==> src/rtl/dac_thermo_decoder.sv <==
// 2-bit code to 3 unit-element selects, held for SETTLE_CYCLES after each update.
// Optional macro DAC_DEM_EN rotates the element choice with a pointer (dynamic element matching).
module dac_thermo_decoder #(
    parameter int SETTLE_CYCLES = 3
) (
    input  logic clk,
    input  logic rst,
    input  logic in1,
    input  logic in2,
    input  logic in_valid,
    output logic in_ready,
    output logic out1,
    output logic out2,
    output logic out3,
    output logic out4,
    output logic out_valid
);

    typedef enum logic {IDLE, SETTLE} state_t;

    localparam logic [3:0] CNT_LOAD = 4'(SETTLE_CYCLES - 1);

    state_t     state_q, state_d;
    logic [3:0] cnt_q, cnt_d;
    logic [2:0] elem_q, elem_d;
    logic       seen_q, seen_d;
    logic [1:0] code;
    logic [2:0] therm;
    logic [2:0] sel;
    logic       accept;

`ifdef DAC_DEM_EN
    logic [1:0] ptr_q, ptr_d;
    logic [5:0] rot;
    logic [2:0] psum;

    // Doubling the pattern lets a plain left shift act as a 3-bit rotate.
    always_comb begin
        rot   = {therm, therm} << ptr_q;
        sel   = rot[5:3];
        psum  = {1'b0, ptr_q} + {1'b0, code};
        ptr_d = ptr_q;
        if (accept) begin
            ptr_d = (psum >= 3'd3) ? 2'(psum - 3'd3) : psum[1:0];
        end
    end

    always_ff @(posedge clk or posedge rst) begin
        if (rst) begin
            ptr_q <= 2'd0;
        end else begin
            ptr_q <= ptr_d;
        end
    end
`else
    always_comb begin
        sel = therm;
    end
`endif

    always_comb begin
        code   = {in2, in1};
        accept = (state_q == IDLE) && in_valid;
        case (code)
            2'd0:    therm = 3'b000;
            2'd1:    therm = 3'b001;
            2'd2:    therm = 3'b011;
            default: therm = 3'b111;
        endcase
    end

    always_comb begin
        state_d = state_q;
        cnt_d   = cnt_q;
        elem_d  = elem_q;
        seen_d  = seen_q;
        case (state_q)
            IDLE: begin
                if (accept) begin
                    state_d = SETTLE;
                    cnt_d   = CNT_LOAD;
                    elem_d  = sel;
                    seen_d  = 1'b1;
                end
            end
            SETTLE: begin
                if (cnt_q == 4'd0) begin
                    state_d = IDLE;
                end else begin
                    cnt_d = cnt_q - 4'd1;
                end
            end
            default: state_d = IDLE;
        endcase
    end

    always_ff @(posedge clk or posedge rst) begin
        if (rst) begin
            state_q <= IDLE;
            cnt_q   <= 4'd0;
            elem_q  <= 3'b000;
            seen_q  <= 1'b0;
        end else begin
            state_q <= state_d;
            cnt_q   <= cnt_d;
            elem_q  <= elem_d;
            seen_q  <= seen_d;
        end
    end

    assign in_ready  = (state_q == IDLE);
    assign out_valid = (state_q == IDLE) && seen_q;
    assign out1      = 1'b0;
    assign out2      = elem_q[0];
    assign out3      = elem_q[1];
    assign out4      = elem_q[2];

endmodule

==> config.mk <==
export PLATFORM = sky130hd
export DESIGN_NAME = dac_thermo_decoder
export DESIGN_NICKNAME = d
export VERILOG_FILES = /design/src/rtl/dac_thermo_decoder.sv
export SDC_FILE = /design/constraint.sdc
export NUM_CORES = 1
export LEC_CHECK = 0
export BUFFER_PORTS_ARGS = -buffer_cell sky130_fd_sc_hd__buf_2
export CAP_MARGIN = 0
export CORE_AREA = 2 2 39 41
export CTS_CLUSTER_DIAMETER = 60
export DETAILED_ROUTE_END_ITERATION = 12
export DIE_AREA = 0 0 41 43
export GPL_ROUTABILITY_DRIVEN = 0
export SLEW_MARGIN = 20
export SYNTH_ARGS = -nofsm -noshare
export SYNTH_HDL_FRONTEND = slang
export SYNTH_SLANG_ARGS = --single-unit
==> constraint.sdc <==
create_clock -name clk -period 2.49 [get_ports clk]
set_input_delay 0.1245 -clock clk [delete_from_list [all_inputs] [get_ports clk]]
set_output_delay 0.1245 -clock clk [all_outputs]
set_load 0.01 [all_outputs]
==> results.md <==
* Status: completed
* Final setup fails at 0
* Worst EP arrival at 1.61 ns
* Total GRT Usage at 11.8%
* Max frequency at 712 MHz
* Initial Utilization at 30.7%
* Lkg Pwr at 0.000258 µW
* MaxCap Viol Count at 0
* First-pass GRT wire length at 1270 µm
* Hold Path Depth at 3
* Crit-path max FO at 4
* P&R area growth vs syn at 20.9%
* Clock Sinks at 9
* Area of the mapped netlist at 424 µm²
* Vias in the first global route at 297
* Antenna Violating Nets Remaining at 0
* Crit end category: register
* Total power draw at 606 µW
* Nets@finish at 62
* Cells on worst reg2reg path at 5
* Utilization after layout at 37.1%
* Startpoint types: register
* Remaining Overflow, GRT at 0
* Port Buffers at 9
* Top Ports at 11
* P per Cell Area at 1180 nW/µm²
* Placed cells at 66
* Hold Violations, Final at 0
* Fin crit period at 1.40 ns
* Min-delay worst type: input port to register
* Vias per cell at 4.63
* Final Max Tran Viols at 0
* Fin crit share at 56.4%
* WL met3 at 28 µm
* Met2 WL at 347 µm
* Die height at 43 µm
* Worst-path clk slew at 0.07 ns
* Syn. warnings at 0
* Setup Buffers After CTS at 0
* Largest net degree at the start of global routing at 10
* Core box area at 1380 µm²
* Sum of negative setup slack at 0 ns
* Root buf cell: clkbuf_4
* Final cell count without fillers at 71
* Die Wd at 41 µm
* Cts hold-fix bufs at 1
* Initial DRT Pass Iterations at 2
* Drt wl/cell at 10.7 µm
* Clock Skews at 0.0107 ns
* CTS tree: built
* Detailed placement HPWL at 521 µm
* Vias at 329
* VDD IR max at 0.353 mV
* WP data required at 2.70 ns
* Post-Route WL at 759 µm
* Mean post-synth cell area at 9.86 µm²
* Mapped Nets at 49
* RSZ-0062 raised after global routing: no
* Die area at 1760 µm²
* Highest-count cells in the layout ignoring fill and taps: 9 x dfrtp_1, 9 x buf_2, 5 x o21ai_0, 5 x inv_1, 4 x nand2_1
* Row count at 14
* Later-pin clock latency in the skew report at 0.27 ns
* DR top layer: met4
* FF+latch count, synth at 9
* Post-CTS sizing at 0
* Sequential area share after synthesis at 53.1%
* CTS Buffer Depth at 2
* Iter 0 DRT Violations at 9
* Cts bufs inserted at 3
* Layout cells sized above 1 at 25.5%
* Category of the critical setup timing path: register to register
* Residual DRC at 0
* Synth unique cells at 20
* H-tree levels at 1
* Ant. Diodes at 0
* Cells after Synth at 43
* Initial antenna violation count at 0
* Metal1 wirelength at 341 µm
==> final timing paths <==
check | from | slack [ns] | to
max | cnt_q[0]$_DFFE_PP0P_ | 1.09 | cnt_q[3]$_DFFE_PP0P_
max reg2reg | cnt_q[0]$_DFFE_PP0P_ | 1.09 | cnt_q[3]$_DFFE_PP0P_
min | in1 | 0.13 | elem_q[2]$_DFFE_PP0P_
min reg2reg | seen_q$_DFFE_PP0P_ | 0.47 | seen_q$_DFFE_PP0P_
min in group asynchronous | rst | 0.35 | elem_q[2]$_DFFE_PP0P_
max in group asynchronous | rst | 1.87 | elem_q[1]$_DFFE_PP0P_
==> synth_stat cells, drive strengths merged <==
cell / n / area [µm²]
a21oi: 1 / 5.00
nand2b: 3 / 18.8
mux2: 1 / 11.3
mux2i: 1 / 10.0
nor2: 2 / 7.51
conb: 1 / 3.75
dfrtp: 9 / 225
clkbuf: 1 / 5.00
nor3b: 1 / 7.51
o21ai: 6 / 30.0
o31ai: 1 / 7.51
nor2b: 2 / 12.5
buf: 1 / 7.51
inv: 5 / 18.8
a22o: 1 / 10.0
ha: 1 / 12.5
or4: 1 / 7.51
o22a: 1 / 8.76
nand2: 4 / 15.0
==> layout make-up <==
cell class                      instances  area, µm²
Fill cell                             141        871
Tap cell                               16       20.0
Timing Repair Buffer                   10       55.1
Clock buffer                            4       26.3
Sequential cell                         9        225
Inverter                                5       18.8
Multi-Input combinational cell         27        168
==> metal layers <==
layer	GRT usage (%)	vias up
met4	14.0	0
met5	0	-
li1	-	163
met1	13.6	150
met3	3.14	5
met2	15.0	11
==> sequential cells by signal, summed over array words and instances, names as in the netlist <==
name,count
cnt_q,4
elem_q,3
seen_q,1
state_q,1
==> critical path, cell delays in order (launching register included) <==
cell and delay [ns]:
dfrtp_1 0.37, inv_1 0.08, ha_1 0.23, or4_1 0.40
o21ai_1 0.12, a22o_2 0.14
==> kinds of logic after synthesis <==
family / share of synthesized area (%)
DFF: 53.1
AOI/OAI and AO/OA: 14.5
and+or+nand+nor: 16.2
adders and majority gates: 2.95
other: 0.884
muxes: 5.01
buffers and inverters: 7.37
==> power breakdown <==
part	total, µW	switching, µW	leakage [µW]	internal (µW)
Combinational	231	114	0.000138	116
Clock	115	53.2	0.0000150	61.8
Sequential	261	53.3	0.000105	207
==> stage by stage <==
step | setup WS (ns) | hold WS, ns | cell area, µm²
after floorplan | 1.19 | -0.0476 | 424
after global placement | 1.16 | 0.105 | 477
after detailed placement | 1.11 | 0.101 | 477
after CTS | 1.07 | 0.126 | 513
after global routing | 0.999 | 0.131 | 513
final | 1.09 | 0.128 | 513
Power figures use the tool's default switching activity.
